==> config.mk <==
export PLATFORM = sky130hd
export DESIGN_NAME = aes_main_add_round_key_p_flat
export DESIGN_NICKNAME = d
export VERILOG_FILES = /design/src/rtl/aes_main_add_round_key_p_if.sv /design/src/rtl/aes_main_add_round_key_p.sv /design/src/flat_wrapper.sv
export SDC_FILE = /design/constraint.sdc
export NUM_CORES = 1
export LEC_CHECK = 0
export BUFFER_PORTS_ARGS = -buffer_cell sky130_fd_sc_hd__buf_2
export CORE_MARGIN = 2
export CORE_UTILIZATION = 50
export CTS_BUF_LIST = sky130_fd_sc_hd__clkbuf_16
export DETAILED_ROUTE_END_ITERATION = 6
export GPL_TIMING_DRIVEN = 0
export HOLD_SLACK_MARGIN = 0.1
export PLACE_DENSITY_LB_ADDON = 0.2
export SLEW_MARGIN = 20
export SYNTH_ARGS = -nofsm -noshare
export SYNTH_HDL_FRONTEND = slang
export SYNTH_SLANG_ARGS = --single-unit
==> constraint.sdc <==
create_clock -name ap_clk -period 4.7 [get_ports ap_clk]
set_clock_uncertainty 0.15 [all_clocks]
set_input_delay 0.94 -clock ap_clk [delete_from_list [all_inputs] [get_ports ap_clk]]
set_output_delay 0.94 -clock ap_clk [all_outputs]
set_load 0.05 [all_outputs]
==> src/rtl/aes_main_add_round_key_p_if.sv <==
// Bundle between the AddRoundKey engine (master) and its environment (slave):
// the ap_* handshake, the round index, the dual-port state RAM and the dual-port
// expanded-key read port.
interface aes_main_add_round_key_p_if #(
  parameter int unsigned DATA_W   = 32,
  parameter int unsigned STATE_AW = 5,
  parameter int unsigned KEY_AW   = 9
);
  logic                ap_start;
  logic                ap_done;
  logic                ap_idle;
  logic                ap_ready;
  logic [3:0]          n;
  logic [STATE_AW-1:0] statemt_address0;
  logic [STATE_AW-1:0] statemt_address1;
  logic                statemt_ce0;
  logic                statemt_ce1;
  logic                statemt_we0;
  logic                statemt_we1;
  logic [DATA_W-1:0]   statemt_d0;
  logic [DATA_W-1:0]   statemt_d1;
  logic [DATA_W-1:0]   statemt_q0;
  logic [DATA_W-1:0]   statemt_q1;
  logic [KEY_AW-1:0]   key_address0;
  logic [KEY_AW-1:0]   key_address1;
  logic                key_ce0;
  logic                key_ce1;
  logic [7:0]          key_q0;
  logic [7:0]          key_q1;

  modport master (
    input  ap_start, n, statemt_q0, statemt_q1, key_q0, key_q1,
    output ap_done, ap_idle, ap_ready,
           statemt_address0, statemt_address1, statemt_ce0, statemt_ce1,
           statemt_we0, statemt_we1, statemt_d0, statemt_d1,
           key_address0, key_address1, key_ce0, key_ce1
  );

  modport slave (
    output ap_start, n, statemt_q0, statemt_q1, key_q0, key_q1,
    input  ap_done, ap_idle, ap_ready,
           statemt_address0, statemt_address1, statemt_ce0, statemt_ce1,
           statemt_we0, statemt_we1, statemt_d0, statemt_d1,
           key_address0, key_address1, key_ce0, key_ce1
  );
endinterface

==> src/rtl/aes_main_add_round_key_p.sv <==
// Parametrised AES/Rijndael AddRoundKey stage: XORs round key n into an
// NB-column state held in an external dual-port RAM, two rows per access pair.
// Optional build macro AES_ARK_BYTE_MASK_EN: state words are reduced to their
// low byte before the XOR, so written words carry zeros above bit 7.
module aes_main_add_round_key_p #(
  parameter int unsigned NB         = 4,
  parameter int unsigned DATA_W     = 32,
  parameter int unsigned STATE_AW   = 5,
  parameter int unsigned KEY_AW     = 9,
  parameter int unsigned KEY_STRIDE = 120
) (
  input logic                          ap_clk,
  input logic                          ap_rst,
  aes_main_add_round_key_p_if.master   bus
);

  localparam int unsigned CNT_W = 4;

  typedef enum logic [5:0] {
    S_IDLE = 6'b000001,
    S_LOOP = 6'b000010,
    S_RD01 = 6'b000100,
    S_RD23 = 6'b001000,
    S_WR01 = 6'b010000,
    S_WR23 = 6'b100000
  } state_t;

  state_t              state_q, state_d;
  logic [CNT_W-1:0]    j_q, j_d;
  logic [KEY_AW-1:0]   base_q, base_d;
  logic                done_q, done_d;
  logic                ce_q, ce_d;
  logic                we_q, we_d;
  logic                kce_q, kce_d;
  logic [STATE_AW-1:0] addr0_q, addr0_d, addr1_q, addr1_d;
  logic [KEY_AW-1:0]   kaddr0_q, kaddr0_d, kaddr1_q, kaddr1_d;
  logic [DATA_W-1:0]   d0_q, d0_d, d1_q, d1_d;

  function automatic logic [DATA_W-1:0] mix(input logic [DATA_W-1:0] q, input logic [7:0] k);
`ifdef AES_ARK_BYTE_MASK_EN
    return DATA_W'(q[7:0] ^ k);
`else
    return q ^ DATA_W'(k);
`endif
  endfunction

  function automatic logic [STATE_AW-1:0] st_addr(input logic [CNT_W-1:0] col, input int unsigned row);
    return STATE_AW'(32'(col) * 32'd4 + row);
  endfunction

  // Key address wraps modulo 2^KEY_AW by truncation
  function automatic logic [KEY_AW-1:0] key_addr(input logic [CNT_W-1:0] col,
                                                 input logic [KEY_AW-1:0] b,
                                                 input int unsigned row);
    return KEY_AW'(row * KEY_STRIDE + 32'(b) + 32'(col));
  endfunction

  // Next state, then outputs decoded for the cycle the next state will occupy
  always_comb begin
    state_d  = state_q;
    j_d      = j_q;
    base_d   = base_q;
    done_d   = 1'b0;
    ce_d     = 1'b0;
    we_d     = 1'b0;
    kce_d    = 1'b0;
    addr0_d  = addr0_q;
    addr1_d  = addr1_q;
    kaddr0_d = kaddr0_q;
    kaddr1_d = kaddr1_q;
    d0_d     = d0_q;
    d1_d     = d1_q;

    case (state_q)
      S_IDLE: begin
        if (bus.ap_start) begin
          base_d  = KEY_AW'(32'(bus.n) * NB);
          j_d     = '0;
          state_d = S_LOOP;
        end
      end
      S_LOOP: state_d = (j_q == CNT_W'(NB)) ? S_IDLE : S_RD01;
      S_RD01: state_d = S_RD23;
      S_RD23: begin
        d1_d    = mix(bus.statemt_q1, bus.key_q1);
        d0_d    = mix(bus.statemt_q0, bus.key_q0);
        state_d = S_WR01;
      end
      S_WR01: begin
        d1_d    = mix(bus.statemt_q1, bus.key_q1);
        d0_d    = mix(bus.statemt_q0, bus.key_q0);
        state_d = S_WR23;
      end
      S_WR23: begin
        j_d     = j_q + 1'b1;
        state_d = S_LOOP;
      end
      default: state_d = S_IDLE;
    endcase

    case (state_d)
      S_LOOP: done_d = (j_d == CNT_W'(NB));
      S_RD01: begin
        ce_d     = 1'b1;
        kce_d    = 1'b1;
        addr1_d  = st_addr(j_d, 0);
        addr0_d  = st_addr(j_d, 1);
        kaddr1_d = key_addr(j_d, base_d, 0);
        kaddr0_d = key_addr(j_d, base_d, 1);
      end
      S_RD23: begin
        ce_d     = 1'b1;
        kce_d    = 1'b1;
        addr1_d  = st_addr(j_d, 2);
        addr0_d  = st_addr(j_d, 3);
        kaddr1_d = key_addr(j_d, base_d, 2);
        kaddr0_d = key_addr(j_d, base_d, 3);
      end
      S_WR01: begin
        ce_d    = 1'b1;
        we_d    = 1'b1;
        addr1_d = st_addr(j_d, 0);
        addr0_d = st_addr(j_d, 1);
      end
      S_WR23: begin
        ce_d    = 1'b1;
        we_d    = 1'b1;
        addr1_d = st_addr(j_d, 2);
        addr0_d = st_addr(j_d, 3);
      end
      default: ;
    endcase
  end

  // State and registered outputs, synchronous reset
  always_ff @(posedge ap_clk) begin
    if (ap_rst) begin
      state_q  <= S_IDLE;
      j_q      <= '0;
      base_q   <= '0;
      done_q   <= 1'b0;
      ce_q     <= 1'b0;
      we_q     <= 1'b0;
      kce_q    <= 1'b0;
      addr0_q  <= '0;
      addr1_q  <= '0;
      kaddr0_q <= '0;
      kaddr1_q <= '0;
      d0_q     <= '0;
      d1_q     <= '0;
    end else begin
      state_q  <= state_d;
      j_q      <= j_d;
      base_q   <= base_d;
      done_q   <= done_d;
      ce_q     <= ce_d;
      we_q     <= we_d;
      kce_q    <= kce_d;
      addr0_q  <= addr0_d;
      addr1_q  <= addr1_d;
      kaddr0_q <= kaddr0_d;
      kaddr1_q <= kaddr1_d;
      d0_q     <= d0_d;
      d1_q     <= d1_d;
    end
  end

  assign bus.ap_done          = done_q;
  assign bus.ap_ready         = done_q;
  assign bus.ap_idle          = (state_q == S_IDLE) && !bus.ap_start;
  assign bus.statemt_ce0      = ce_q;
  assign bus.statemt_ce1      = ce_q;
  assign bus.statemt_we0      = we_q;
  assign bus.statemt_we1      = we_q;
  assign bus.statemt_address0 = addr0_q;
  assign bus.statemt_address1 = addr1_q;
  assign bus.statemt_d0       = d0_q;
  assign bus.statemt_d1       = d1_q;
  assign bus.key_ce0          = kce_q;
  assign bus.key_ce1          = kce_q;
  assign bus.key_address0     = kaddr0_q;
  assign bus.key_address1     = kaddr1_q;

endmodule

==> src/flat_wrapper.sv <==
// flat-port wrapper written by rule: the top's interface ports become plain ports
module aes_main_add_round_key_p_flat 
#(
  parameter int unsigned NB         = 4,
  parameter int unsigned DATA_W     = 32,
  parameter int unsigned STATE_AW   = 5,
  parameter int unsigned KEY_AW     = 9,
  parameter int unsigned KEY_STRIDE = 120
)
  (ap_clk, ap_rst, bus_ap_start, bus_n, bus_statemt_q0, bus_statemt_q1, bus_key_q0, bus_key_q1, bus_ap_done, bus_ap_idle, bus_ap_ready, bus_statemt_address0, bus_statemt_address1, bus_statemt_ce0, bus_statemt_ce1, bus_statemt_we0, bus_statemt_we1, bus_statemt_d0, bus_statemt_d1, bus_key_address0, bus_key_address1, bus_key_ce0, bus_key_ce1);
  aes_main_add_round_key_p_if #(.DATA_W(DATA_W), .STATE_AW(STATE_AW), .KEY_AW(KEY_AW)) bus_i ();
  input logic ap_clk;
  input logic ap_rst;
  input wire logic [$bits(bus_i.ap_start)-1:0] bus_ap_start;
  input wire logic [$bits(bus_i.n)-1:0] bus_n;
  input wire logic [$bits(bus_i.statemt_q0)-1:0] bus_statemt_q0;
  input wire logic [$bits(bus_i.statemt_q1)-1:0] bus_statemt_q1;
  input wire logic [$bits(bus_i.key_q0)-1:0] bus_key_q0;
  input wire logic [$bits(bus_i.key_q1)-1:0] bus_key_q1;
  output wire logic [$bits(bus_i.ap_done)-1:0] bus_ap_done;
  output wire logic [$bits(bus_i.ap_idle)-1:0] bus_ap_idle;
  output wire logic [$bits(bus_i.ap_ready)-1:0] bus_ap_ready;
  output wire logic [$bits(bus_i.statemt_address0)-1:0] bus_statemt_address0;
  output wire logic [$bits(bus_i.statemt_address1)-1:0] bus_statemt_address1;
  output wire logic [$bits(bus_i.statemt_ce0)-1:0] bus_statemt_ce0;
  output wire logic [$bits(bus_i.statemt_ce1)-1:0] bus_statemt_ce1;
  output wire logic [$bits(bus_i.statemt_we0)-1:0] bus_statemt_we0;
  output wire logic [$bits(bus_i.statemt_we1)-1:0] bus_statemt_we1;
  output wire logic [$bits(bus_i.statemt_d0)-1:0] bus_statemt_d0;
  output wire logic [$bits(bus_i.statemt_d1)-1:0] bus_statemt_d1;
  output wire logic [$bits(bus_i.key_address0)-1:0] bus_key_address0;
  output wire logic [$bits(bus_i.key_address1)-1:0] bus_key_address1;
  output wire logic [$bits(bus_i.key_ce0)-1:0] bus_key_ce0;
  output wire logic [$bits(bus_i.key_ce1)-1:0] bus_key_ce1;
  assign bus_i.ap_start = bus_ap_start;
  assign bus_i.n = bus_n;
  assign bus_i.statemt_q0 = bus_statemt_q0;
  assign bus_i.statemt_q1 = bus_statemt_q1;
  assign bus_i.key_q0 = bus_key_q0;
  assign bus_i.key_q1 = bus_key_q1;
  assign bus_ap_done = bus_i.ap_done;
  assign bus_ap_idle = bus_i.ap_idle;
  assign bus_ap_ready = bus_i.ap_ready;
  assign bus_statemt_address0 = bus_i.statemt_address0;
  assign bus_statemt_address1 = bus_i.statemt_address1;
  assign bus_statemt_ce0 = bus_i.statemt_ce0;
  assign bus_statemt_ce1 = bus_i.statemt_ce1;
  assign bus_statemt_we0 = bus_i.statemt_we0;
  assign bus_statemt_we1 = bus_i.statemt_we1;
  assign bus_statemt_d0 = bus_i.statemt_d0;
  assign bus_statemt_d1 = bus_i.statemt_d1;
  assign bus_key_address0 = bus_i.key_address0;
  assign bus_key_address1 = bus_i.key_address1;
  assign bus_key_ce0 = bus_i.key_ce0;
  assign bus_key_ce1 = bus_i.key_ce1;
  aes_main_add_round_key_p #(.NB(NB), .DATA_W(DATA_W), .STATE_AW(STATE_AW), .KEY_AW(KEY_AW), .KEY_STRIDE(KEY_STRIDE)) u_core (.ap_clk(ap_clk), .ap_rst(ap_rst), .bus(bus_i));
endmodule
# ---- Word level (Yosys, flattened, before mapping)
# Cells that the tools add are included.
dict set report totals {
  wordCells 65
  in_bits 87
  register_bits 115
  output_inout_bits 101
}
dict set report op_classes {
  n_reduce_logical 11
  n_bitwise 3
  muxes 14
  add_sub_neg 11
  eq_ne 13
}
# operator n
set ops {}
lappend ops {{$xor A32 B8 Y32} 2}
lappend ops {{$add A9 B4 Y9} 4}
lappend ops {{$pmux W6 S6} 1}
lappend ops {{$pmux W9 S2} 2}
lappend ops {{$pmux W5 S2} 2}
lappend ops {{$mux W9} 2}
lappend ops {{$eq A6 B2 Y1 const B} 2}
lappend ops {{$eq A6 B3 Y1 const B} 2}
lappend ops {{$eq A6 B4 Y1 const B} 2}
lappend ops {{$eq A6 B5 Y1 const B} 2}
lappend ops {{$eq A6 B6 Y1 const B} 2}
lappend ops {{$reduce_or A2 Y1} 6}
lappend ops {{$add A5 B2 Y5 const B} 2}
lappend ops {{$add A7 B9 Y9 const A} 1}
lappend ops {{$add A8 B9 Y9 const A} 1}
lappend ops {{$add A9 B9 Y9 const A} 1}
lappend ops {{$eq A4 B3 Y1 const B} 2}
lappend ops {{$pmux W4 S2} 1}
lappend ops {{$eq A6 B1 Y1 const B} 1}
lappend ops {{$mux W6} 1}
lappend ops {{$add A5 B1 Y5 const B} 1}
lappend ops {{$add A4 B1 Y4 const B} 1}
lappend ops {{$mux W4} 1}
lappend ops {{$reduce_bool A2 Y1} 2}
lappend ops {{other kinds (6)} 8}

# ---- Longest topological paths before layout
dict set report logic_depth {
  word_depth 6
  mapped_depth 16
  mapped_depth_nobuf 15
}

# ---- Worst setup path before layout
# OpenSTA, ideal clock, no wires.
dict set report synth_path {
  path_type {input -> register}
  from {input bus_ap_start}
  to {register u_core.kaddr0_q[8], in the netlist u_core.bus.key_address0[8]}
  path_buffers 0
  t_required_ns 4.462
  setup_slack_ns 1.099
  t_arrival_ns 3.363
  setup_ns 0.088
  cell_stages 12
  cell_sequence {and3b_1 -> a22oi_2 -> a21oi_4 -> inv_1 -> ha_1 -> fa_1 -> o21bai_1 -> a21oi_1 -> o21bai_1 -> a21oi_1 -> o211a_1 -> nor4_2}
}
dict set report synth_via {
  elab_chain_len 5
  elab_cells_between_ends 14
  cone_classes {add/sub: 4; eq/ne: 2; mux: 7; reduce/logical: 1}
}
# element line_no
set synth_rtl {}
lappend synth_rtl {{start: declaration} flat_wrapper.sv:14} ;# input wire logic [$bits(bus_i.ap_start)-1:0] bus_ap_start;
lappend synth_rtl {{$mux W9} aes_main_add_round_key_p.sv:76} ;# if (bus.ap_start) begin
lappend synth_rtl {{$mux W9} aes_main_add_round_key_p.sv:74} ;# case (state_q)
lappend synth_rtl {{$add A9 B9 Y9 or $add A7 B9 Y9 (tied branches)} aes_main_add_round_key_p.sv:55} ;# return KEY_AW'(row * KEY_STRIDE + 32'(b) + 32'(col));
lappend synth_rtl {{$add A9 B4 Y9} aes_main_add_round_key_p.sv:55}
lappend synth_rtl {{$pmux W9 S2} aes_main_add_round_key_p.sv:101} ;# case (state_d)
lappend synth_rtl {{end signal: assignment} aes_main_add_round_key_p.sv:161} ;# kaddr0_q <= kaddr0_d;
lappend synth_rtl {{end: declaration} aes_main_add_round_key_p.sv:36} ;# logic [KEY_AW-1:0] kaddr0_q, kaddr0_d, kaddr1_q, kaddr1_d;
# Several ways; a longest one is shown, not always the timed one.
# A chain may end at the register's enable or synchronous reset.

# ---- Worst setup path in the final report
dict set report layout_path {
  from {register u_core.state_q[5]}
  to {register u_core.kaddr0_q[7], in the netlist u_core.bus.key_address0[7]}
}
dict set report layout_via {
  elab_chain_len 5
  elab_cells_between_ends 18
  cone_classes {add/sub: 4; eq/ne: 8; mux: 5; reduce/logical: 1}
}
# element line_no
set layout_rtl {}
lappend layout_rtl {{start: declaration} aes_main_add_round_key_p.sv:28} ;# state_t state_q, state_d;
lappend layout_rtl {{start signal: assignment} aes_main_add_round_key_p.sv:152} ;# state_q <= state_d;
lappend layout_rtl {{$eq A6 B1 Y1 *} aes_main_add_round_key_p.sv:74}
lappend layout_rtl {{$mux W9 *} aes_main_add_round_key_p.sv:74}
lappend layout_rtl {{net u_core.base_d[3]} aes_main_add_round_key_p.sv:30} ;# logic [KEY_AW-1:0] base_q, base_d;
lappend layout_rtl {{$add A9 B9 Y9 or $add A7 B9 Y9 (tied branches)} aes_main_add_round_key_p.sv:55}
lappend layout_rtl {{$add A9 B4 Y9} aes_main_add_round_key_p.sv:55}
lappend layout_rtl {{$pmux W9 S2 *} aes_main_add_round_key_p.sv:101}
# The timed path passes the listed nets; every way through them passes the cells marked *.

==> flow_summary.ini <==
[synth]
async_flop_share = 0
yosysMostFrequentCell = nand2_1
ys_top_cells_by_area = dfxtp_1 (43%), nand2_1 (8.7%), a21oi_1 (6.1%)
synth_top_family_by_area = simple AND/OR/NAND/NOR gates
synthSimpleGateAreaFrac = 0.210
synth_compound_area_frac = 0.163
synthCells = 594
muxShareOfSynthArea = 0.0138
syn_avg_cell_area_um2 = 8.55
yosys.area_share.adder = 0.0675
syn_nets = 706
synth_area_leader_cell = dfxtp_1
synth_xor_area_frac = 0.0567
netlist_top_cells_count = nand2_1 (117), dfxtp_1 (108), a21oi_1 (62)
synth.yosys.seq_area_share = 0.426
yosys_warnings = 0
synth_ff_type = dfxtp_1
yosysTopAreaCellShare = 0.426
yosys_register_bits = 108
syn_area_mm2 = 0.00508
ys_types = 60
synth_edf_count = 0

[clock_tree]
cts.path.max_buffers = 2
cts.clk_slew.worst_paths_ns = 0.08
ctsResizeCount = 0
clkSinkCount = 108
cts_hold_buf = 0
numCtsBuffers = 9
cts_htree_levels = 3
root_buffer = clkbuf_16
tritoncts = yes
postCtsSetupBuffers = 0
clk_latency_ns = 0.34

[route]
drtIter0Drc = 268
firstDrtPassIters = 5
drc = 0
vias = 4850
ant_nets = 0
wl_per_cell_um = 15.3
drt_wl_total_mm = 14.2
post_drt_via_cell_ratio = 5.23

[power]
swShare = 0.301
seqPwrFrac = 0.464
clock_power_share = 0.359
p_int_w = 0.00144
power_frac_comb = 0.177
finalPower_w = 0.00205
p_switching_w = 0.000618
vdd_drop_max_uv = 244
p_per_area_mw_per_mm2 = 318
power.leakage_nw = 2.94

[placement]
dpl.hpwl_mm = 11.1
port_buffers = 185
gp_congestion = 0.900

[run_status]
status = completed

[floorplanning]
core_mm2 = 0.00982
dieArea_mm2 = 0.0110
die_h_um = 105
rows = 36
die_w_um = 105
start_util = 0.517
pin_count = 188

[sta]
timing.final.crit_share = 0.844
hold_viol_final = 0
setup_violations = 0
clock.fmax_ghz = 0.252
worst_slew_pin_slew_ns = 0.999
tns_ns = 0
finalCriticalPeriod_ns = 3.97
drv_slew = 0
rsz0062_at_grt = false
relSlewSlack = 0.329

[cells_and_area]
diodes = 0
final_layout_size_suffix_gt1_frac = 0.293
syn2layout_area_growth_pct = 27.3
nets = 902

[critical_path]
startpoint_type = flop
cpPeakStageDelay_ns = 0.53
ff2ff_setup_slack_ns = 0.73
critPathLaunch = u_core.state_q[5]$_SDFF_PP0_
r2r_end = u_core.bus.key_address0[7]$_SDFFE_PP0P_
criticalPathCategory = flop to flop
critPathMaxFanout = 9
cp.arrival_ns = 4.09
crit_required_ns = 4.82
end_kind = flop
crit_end = u_core.bus.key_address0[7]$_SDFFE_PP0P_
worstPathCellList = buf_6 > or4_4 > buf_6 > nor2_2 > mux2i_1 > inv_1 > ha_1 > inv_1 > ha_1 > o21bai_1 > a21o_1 > a31o_2 > a21oi_1 > xnor2_1 > nand2_1 > a21oi_1
r2r-start = u_core.state_q[5]$_SDFF_PP0_
slowest_stage = or4_4
reg2reg_depth = 16

[global_route]
grt_pass1_wl_mm = 22.4
first_global_vias = 4518
overflow = 0
grt_use_total = 0.252
antenna_found_initial = 0
grt_max_degree = 21

[job]
maxCapViolations = 0

[hold_path]
holdCritPathClass = flop to flop
==> placed cells by master, fill, tap and decap left out, types with 7 or more instances in the layout <==
master,instances
inv_1,18
xnor2_1,29
buf_2,188
nand3_1,8
clkbuf_1,29
nor2b_1,7
a211oi_1,24
dfxtp_1,108
buf_4,12
nand3b_1,9
a21oi_1,62
clkbuf_16,9
nor2_1,48
ha_1,21
mux2i_1,7
nand2_1,117
==> state kept, by name (all words and copies together), names as in the netlist <==
register                     flops
u_core.base_q                    9
u_core.bus.ap_done               1
u_core.bus.key_address0          7
u_core.bus.key_address1          9
u_core.bus.key_ce0               1
u_core.bus.statemt_address0      4
u_core.bus.statemt_address1      1
u_core.bus.statemt_ce0           1
u_core.bus.statemt_d0           32
u_core.bus.statemt_d1           32
u_core.bus.statemt_we0           1
u_core.j_q                       4
u_core.state_q                   6
==> power by group through the flow <==
stage	combinational [W]	sequential [W]	clock, W
after floorplan	0.000189	0.00104	0
after global placement	0.000357	0.000974	0
after detailed placement	0.000361	0.000974	0
after CTS	0.000364	0.000953	0.000748
after global routing	0.000391	0.000956	0.000786
final	0.000363	0.000953	0.000738
==> metal layers <==
| metal | GRT usage | up-vias | share of wire |
|---|---|---|---|
| met5 | 0 | - | 0 |
| met4 | 0.0714 | 0 | 0.017 |
| met3 | 0.0437 | 21 | 0.062 |
| met2 | 0.454 | 184 | 0.50 |
| met1 | 0.306 | 2261 | 0.42 |
| li1 | - | 2384 | - |
==> area by class of cell <==
type / instances / area [µm²]
tap: 133 / 166
clock inverter: 7 / 67.6
buffer: 47 / 248
timing repair buffer: 185 / 926
sequential: 108 / 2160
fill: 895 / 3360
inverter: 19 / 71.3
clock buffer: 9 / 225
multi-input combinational: 420 / 2590
==> how the worst min path moves through the flow <==
stage	start	endpoint	slack (ns)	depth (start not counted)
detailed placement	u_core.bus.statemt_d1[30]$_SDFFE_PP0P_	u_core.bus.statemt_d1[30]$_SDFFE_PP0P_	0.30	2
finish	u_core.bus.statemt_d1[30]$_SDFFE_PP0P_	u_core.bus.statemt_d1[30]$_SDFFE_PP0P_	0.30	2
floorplan	u_core.base_q[8]$_SDFF_PP0_	u_core.base_q[8]$_SDFF_PP0_	0.33	2
CTS	u_core.bus.statemt_d1[30]$_SDFFE_PP0P_	u_core.bus.statemt_d1[30]$_SDFFE_PP0P_	0.31	2
global route	u_core.bus.statemt_d0[24]$_SDFFE_PP0P_	u_core.bus.statemt_d0[24]$_SDFFE_PP0P_	0.32	2
global placement	u_core.bus.statemt_d0[12]$_SDFFE_PP0P_	u_core.bus.statemt_d0[12]$_SDFFE_PP0P_	0.29	2
==> kinds of logic (layout without fill, tap and decap cells) <==
kind of cell / after synthesis / after routing
AND/OR/NAND/NOR: 227 / 227
AO/OA/AOI/OAI: 128 / 128
flip-flops: 108 / 108
buffers and inverters: 66 / 267
XOR/XNOR: 32 / 32
adder cells (fa/ha/maj): 25 / 25
multiplexers: 7 / 7
other: 1 / 1
==> critical path: cells and delay by family (launching register included) <==
| family | cells | cell delay [ns] |
|---|---|---|
| flip-flops | 1 | 0.31 |
| AND/OR/NAND/NOR | 3 | 0.82 |
| XOR/XNOR | 1 | 0.18 |
| AO/OA/AOI/OAI | 5 | 0.95 |
| multiplexers | 1 | 0.31 |
| adder cells (fa/ha/maj) | 2 | 0.63 |
| buffers and inverters | 4 | 0.53 |
==> per-stage QoR <==
stage | utilization | setup WS (ns) | hold slack, ns | area, µm² | instances
after floorplan | - | 1.10 | 0.329 | 5080 | 594
after global placement | 0.628 | 0.464 | 0.290 | 6170 | 912
after detailed placement | 0.628 | 0.465 | 0.295 | 6170 | 912
after CTS | 0.658 | 0.739 | 0.305 | 6460 | 928
after global routing | 0.658 | 0.455 | 0.318 | 6460 | 928
final | 0.658 | 0.733 | 0.301 | 6460 | 928
No activity file was read; power rests on OpenSTA's default activity.
